[config.mk]
export PLATFORM = sky130hd
export DESIGN_NAME = jpeg_fifo_ctrl
export DESIGN_NICKNAME = d
export VERILOG_FILES = /design/src/rtl/jpeg_fifo_pkg.sv /design/src/rtl/jpeg_skid_buf.sv /design/src/rtl/jpeg_fifo_ctrl.sv
export SDC_FILE = /design/constraint.sdc
export NUM_CORES = 1
export LEC_CHECK = 0
export ABC_AREA = 1
export BUFFER_PORTS_ARGS = -buffer_cell sky130_fd_sc_hd__buf_2
export CAP_MARGIN = 5
export CORE_ASPECT_RATIO = 1.2
export CORE_MARGIN = 2
export CORE_UTILIZATION = 52
export DETAILED_ROUTE_END_ITERATION = 7
export PLACE_DENSITY = 0.89
export SLEW_MARGIN = 5
export SYNTH_ARGS = -nofsm -noshare
export SYNTH_HDL_FRONTEND = slang
export SYNTH_SLANG_ARGS = --single-unit
[constraint.sdc]
create_clock -name clk -period 9.43 [get_ports clk]
set_clock_uncertainty 0.2 [all_clocks]
set_input_delay 1.886 -clock clk [delete_from_list [all_inputs] [get_ports clk]]
set_output_delay 1.886 -clock clk [all_outputs]
set_load 0.05 [all_outputs]
[src/rtl/jpeg_fifo_pkg.sv]
// rtl/jpeg_fifo_pkg.sv - shared constants and round-robin pick for the JPEG word FIFO controller
package jpeg_fifo_pkg;

  localparam int JPEG_WORD_W    = 32;
  localparam int DEF_FIFO_DEPTH = 8;
  localparam int MAX_SRC        = 8;

  // One-hot grant to the first valid lane at or after ptr, wrapping modulo n.
  function automatic logic [MAX_SRC-1:0] rr_pick(input logic [MAX_SRC-1:0] valid,
                                                 input logic [2:0]         ptr,
                                                 input int                 n);
    logic [MAX_SRC-1:0] g;
    int                 idx;
    g = '0;
    for (int k = 0; k < MAX_SRC; k++) begin
      idx = (int'(ptr) + k) % n;
      if ((k < n) && (g == '0) && valid[idx[2:0]]) begin
        g[idx[2:0]] = 1'b1;
      end
    end
    return g;
  endfunction

endpackage

[src/rtl/jpeg_skid_buf.sv]
// rtl/jpeg_skid_buf.sv - two-entry valid/ready buffer holding words read back from the FIFO
module jpeg_skid_buf
  import jpeg_fifo_pkg::*;
(
  input  logic                   clk,
  input  logic                   rst_n,
  input  logic                   clr_i,
  input  logic                   push_i,
  input  logic [JPEG_WORD_W-1:0] push_data_i,
  input  logic                   pop_i,
  output logic                   valid_o,
  output logic [JPEG_WORD_W-1:0] data_o,
  output logic [1:0]             cnt_o
);

  logic [1:0][JPEG_WORD_W-1:0] mem_q, mem_d;
  logic                        wr_q, wr_d;
  logic                        rd_q, rd_d;
  logic [1:0]                  cnt_q, cnt_d;

  always_comb begin
    mem_d = mem_q;
    wr_d  = wr_q;
    rd_d  = rd_q;
    cnt_d = cnt_q;
    if (clr_i) begin
      wr_d  = 1'b0;
      rd_d  = 1'b0;
      cnt_d = 2'd0;
    end else begin
      if (push_i) begin
        mem_d[wr_q] = push_data_i;
        wr_d        = ~wr_q;
      end
      if (pop_i) begin
        rd_d = ~rd_q;
      end
      cnt_d = cnt_q + 2'(push_i) - 2'(pop_i);
    end
  end

  always_ff @(posedge clk or negedge rst_n) begin
    if (!rst_n) begin
      mem_q <= '0;
      wr_q  <= 1'b0;
      rd_q  <= 1'b0;
      cnt_q <= 2'd0;
    end else begin
      mem_q <= mem_d;
      wr_q  <= wr_d;
      rd_q  <= rd_d;
      cnt_q <= cnt_d;
    end
  end

  assign valid_o = (cnt_q != 2'd0);
  assign data_o  = mem_q[rd_q];
  assign cnt_o   = cnt_q;

endmodule

[src/rtl/jpeg_fifo_ctrl.sv]
// rtl/jpeg_fifo_ctrl.sv - round-robin write arbiter, occupancy tracker and read drain for the JPEG word FIFO
module jpeg_fifo_ctrl
  import jpeg_fifo_pkg::*;
#(
  parameter int NUM_SRC    = 4,
  parameter int FIFO_DEPTH = DEF_FIFO_DEPTH,
  parameter int LVL_W      = $clog2(FIFO_DEPTH) + 1
) (
  input  logic                             clk,
  input  logic                             img_rst_n,
  input  logic                             flush,
  input  logic [NUM_SRC-1:0]               src_valid,
  input  logic [NUM_SRC*JPEG_WORD_W-1:0]   src_data,
  output logic [NUM_SRC-1:0]               src_ready,
  output logic                             fifo_rst,
  output logic                             fifo_write_req,
  output logic [JPEG_WORD_W-1:0]           fifo_jpeg_in,
  output logic                             fifo_read_req,
  input  logic                             fifo_read_ok,
  input  logic [JPEG_WORD_W-1:0]           fifo_jpeg_out,
  output logic                             out_valid,
  output logic [JPEG_WORD_W-1:0]           out_data,
  input  logic                             out_ready,
  output logic [LVL_W-1:0]                 fifo_level
);

  localparam logic [LVL_W-1:0] DEPTH_L = LVL_W'(FIFO_DEPTH);

  logic                           fifo_rst_q, fifo_rst_d;
  logic [LVL_W-1:0]               count_q, count_d;
  logic [2:0]                     rr_ptr_q, rr_ptr_d;
  logic                           inflight_q, inflight_d;

  logic [MAX_SRC-1:0]             valid_ext, grant;
  logic [MAX_SRC*JPEG_WORD_W-1:0] data_ext;
  logic [2:0]                     winner;
  logic                           blocked, wr, rd, pop, push;
  logic [1:0]                     buf_cnt;

  always_comb begin
    valid_ext                  = '0;
    valid_ext[NUM_SRC-1:0]     = src_valid;
    data_ext                   = '0;
    data_ext[NUM_SRC*32-1:0]   = src_data;
    blocked                    = fifo_rst_q | flush;

    // The FIFO's full check ignores a same-cycle read, so only the committed count gates grants.
    grant = '0;
    if (!blocked && (count_q < DEPTH_L)) begin
      grant = rr_pick(valid_ext, rr_ptr_q, NUM_SRC);
    end
    wr = |grant;

    winner = 3'd0;
    for (int i = 0; i < MAX_SRC; i++) begin
      if (grant[i]) winner = 3'(i);
    end

    pop = out_valid & out_ready;
    // buf_cnt + inflight - pop < 2, rearranged to stay unsigned
    rd  = !blocked && (count_q != '0) &&
          (({1'b0, buf_cnt} + {2'b0, inflight_q}) < (3'd2 + {2'b0, pop}));

    // A read_ok with nothing outstanding, or one landing during a flush, is dropped.
    push = fifo_read_ok & inflight_q & ~flush;

    fifo_rst_d = flush;
    inflight_d = rd;
    count_d    = flush ? '0 : (count_q + LVL_W'(wr) - LVL_W'(rd));
    rr_ptr_d   = rr_ptr_q;
    if (flush) begin
      rr_ptr_d = 3'd0;
    end else if (wr) begin
      rr_ptr_d = (winner == 3'(NUM_SRC - 1)) ? 3'd0 : winner + 3'd1;
    end
  end

  always_ff @(posedge clk or negedge img_rst_n) begin
    if (!img_rst_n) begin
      fifo_rst_q <= 1'b1;
      count_q    <= '0;
      rr_ptr_q   <= 3'd0;
      inflight_q <= 1'b0;
    end else begin
      fifo_rst_q <= fifo_rst_d;
      count_q    <= count_d;
      rr_ptr_q   <= rr_ptr_d;
      inflight_q <= inflight_d;
    end
  end

  jpeg_skid_buf u_skid (
    .clk         (clk),
    .rst_n       (img_rst_n),
    .clr_i       (flush),
    .push_i      (push),
    .push_data_i (fifo_jpeg_out),
    .pop_i       (pop),
    .valid_o     (out_valid),
    .data_o      (out_data),
    .cnt_o       (buf_cnt)
  );

  assign src_ready      = grant[NUM_SRC-1:0];
  assign fifo_write_req = wr;
  assign fifo_jpeg_in   = data_ext[{winner, 5'd0} +: JPEG_WORD_W];
  assign fifo_read_req  = rd;
  assign fifo_rst       = fifo_rst_q;
  assign fifo_level     = count_q;

endmodule

==> impl_metrics.json <==
{
  "tns_ps": 0,
  "clock_power_share_pct": 13.9,
  "grt_pass1_wl_mm": 24.3,
  "status": "finished clean",
  "fin_crit_sh_pct": 76.6,
  "grt_usage_pct": 26.3,
  "io_pins": 245,
  "tightest_slew_ps": 1020,
  "drc": 0,
  "cts.repair.resized": 0,
  "synth_top_cell_by_area": "dfrtp_1",
  "first_pass_iters": 5,
  "seq_power_share_pct": 21.3,
  "ys_seq_area_share_pct": 34.5,
  "final_area_um2": 7000,
  "fin_crit_ps": 7230,
  "rsz0062_at_grt": "false",
  "yosys_warnings": 0,
  "dp_hpwl_mm": 11.5,
  "syn_nets": 1078,
  "place_congestion": 0.926,
  "slew_viol_final": 0,
  "peakVddDrop_mv": 0.284,
  "drive_gt1_share_pct": 25.0,
  "post-route-util_pct": 67.2,
  "area_delta_synth_final_pct": 26.7,
  "fin_nets": 1292,
  "synth_cells": 891,
  "slowest_stage": "nand2_1",
  "synth.most_common_cell": "nand2_1",
  "syn_area_um2": 5520,
  "hold_viol": 0,
  "critPathKind": "input pin to primary output",
  "port_buffers": 244,
  "worstPathRequired_ps": 7340,
  "switching_share_pct": 57.0,
  "root_buffer": "clkbuf_16",
  "maxCapViolCount": 0,
  "core_area_um2": 10400,
  "yosys-top-cells-area": "dfrtp_1 (34%), nand2_1 (22%), inv_1 (13%), o21ai_0 (9.2%), nand3_1 (8.0%)",
  "synth.ff_latch_count": 76,
  "cts_max_level": 3,
  "synth_edf_count": 0,
  "synth_top_area_share_pct": 34.0,
  "place_area_um2": 6700,
  "clk_path_buf_depth": 2,
  "wl_mm": 15.7,
  "hold_class": "register to register",
  "cts_tree": "built",
  "vias_per_cell": 4.91,
  "wl_per_cell_um": 12.6,
  "crit_family": "simple AND/OR/NAND/NOR gates",
  "grt_overflow": 0,
  "die_h_um": 117,
  "clock_sinks": 76,
  "critPathCaptureType": "primary output",
  "p_sw_mw": 1.32,
  "initial_core_util_pct": 53.0,
  "p_per_area_nw_per_um2": 330,
  "clock_latency_ps": 330,
  "detail_route.iter0.violations": 256,
  "cp_common_cell": "nand2_1",
  "ant_nets": 0,
  "cts_setup_buffers": 0,
  "synthArstFlopShare_pct": 100,
  "power.total_mw": 2.31,
  "fmax_mhz": 138,
  "critPathLaunchType": "input pin",
  "hold_buffers": 0,
  "grt_pass1_vias": 5339,
  "p_comb_share_pct": 64.8,
  "path_cells": "buf_2 > nand2_1 > nand2_1 > nand2_1 > nand2_2 > o31ai_2 > nand3_1 > nand3_1 > nor2_2 > nand3_1 > nand2_1 > nor2_4 > nand3_1 > nand2_1 > nand2_1 > nand2_1 > inv_2 > nand3_1 > nand2_1 > buf_2",
  "numCtsBuffers": 9,
  "max_slew_margin_pct": 31.6,
  "critPathBufInv": 3,
  "power.leakage_nw": 4.53,
  "synth_flop_cell": "dfrtp_1",
  "die_w_um": 98.1,
  "vias": 6104,
  "crit_path_max_incr_delay_ps": 720,
  "dieArea_um2": 11500,
  "worstPathMaxFanout": 34,
  "grt_max_degree": 77,
  "setup_viol": 0,
  "synthTopCellsByCount": "nand2_1 (330), inv_1 (195), o21ai_0 (101)",
  "clkTransAtPathRegs_ps": 50,
  "fp-row-count": 41,
  "intPower_mw": 0.994,
  "synth.distinct_cells": 28,
  "cp.arrival_ps": 5140,
  "antenna_found_initial": 4,
  "synth_area_per_cell_um2": 6.20
}
[worst min-delay path, stage by stage (launching register included)]
cell     delay [ps]
dfrtp_1         340
nand2_1          50
o21ai_0          60
[sequential cells by signal, indices dropped and copies added (netlist names)]
name,flops
fifo_rst,1
u_skid.rd_q,1
u_skid.mem_q,64
u_skid.cnt_o,2
fifo_level,4
rr_ptr_q,2
u_skid.wr_q,1
inflight_q,1
[per-layer routing]
metal / wire [µm] / share of wire (%) / GRT usage, % / vias up
met4: 509 / 3.2 / 13.3 / 2
met1: 6160 / 39 / 31.3 / 2720
met2: 7730 / 49 / 43.7 / 248
met3: 1320 / 8.4 / 7.78 / 43
li1: - / - / - / 3091
met5: 13 / 0.083 / 0 / -
[layout by cell type, fill, tap and decap left out]
master,n
o31ai_2,1
o21ai_0,101
nand3_4,2
inv_1,195
clkbuf_16,9
buf_2,244
xor2_1,1
clkinv_2,1
nand3_1,88
buf_4,2
a21oi_1,3
dfstp_2,1
clkbuf_8,3
inv_2,4
clkbuf_1,3
nor2_1,15
clkinv_1,1
diode_2,5
a21o_1,1
a31oi_1,1
nand2_4,1
nand2_2,5
dfrtp_1,75
nand2_1,328
ha_1,17
xnor2_1,2
nor2_2,2
nor2_4,1
or2_2,1
nand3_2,1
fa_1,1
[area by class of cell]
cell class | instances | area [µm²]
sequential | 76 | 1900
fill | 948 | 3420
inverter | 200 | 751
timing repair buffer | 246 | 1240
antenna | 5 | 12.5
multi-input combinational | 572 | 2650
clock inverter | 1 | 5.00
clock buffer | 15 | 278
tap | 129 | 161
[power groups by stage]
| stage | Sequential, mW | Clock, mW | Combinational (mW) |
|---|---|---|---|
| 6_report | 0.492 | 0.320 | 1.50 |
| 3_3_place_gp | 0.489 | 0 | 1.47 |
| 2_1_floorplan | 0.500 | 0 | 1.17 |
| 3_5_place_dp | 0.495 | 0 | 1.49 |
| 5_1_grt | 0.505 | 0.338 | 1.63 |
| 4_1_cts | 0.491 | 0.326 | 1.50 |
[cell families (layout without fill, tap and decap cells)]
group | after synthesis | count (layout) | share of synthesized area (%)
DFF | 76 | 76 | 34.5
and+or+nand+nor | 444 | 444 | 33.3
xor gates and xnor gates | 3 | 3 | 0.476
buffers and inverters | 243 | 462 | 17.6
adders and majority gates | 18 | 18 | 4.21
other | 0 | 5 | 0
AOI/OAI and AO/OA | 107 | 107 | 9.90
[worst paths after layout]
check / startpoint / end / slack, ps / cells after the start
setup / recovery: src_valid[3] / fifo_jpeg_in[10] / 2200 / 20
hold / removal: u_skid.mem_q[13] / u_skid.mem_q[13] / 280 / 2
setup reg to reg: rr_ptr_q[0] / fifo_level[2] / 4810 / 24
hold reg to reg: u_skid.mem_q[13] / u_skid.mem_q[13] / 280 / 2
max in group asynchronous: img_rst_n / fifo_level[2] / 6850 / 2
min in group asynchronous: img_rst_n / u_skid.mem_q[38] / 1580 / 2
[per-stage QoR]
stage | setup WS (ps) | instances | hold WS (ps)
detailed placement | 2240 | 1223 | 273
CTS | 2240 | 1239 | 287
finish | 2200 | 1244 | 281
global route | 1820 | 1241 | 294
floorplan | 3480 | 891 | 253
global placement | 2330 | 1223 | 265
(Power assumes the default switching activity.)
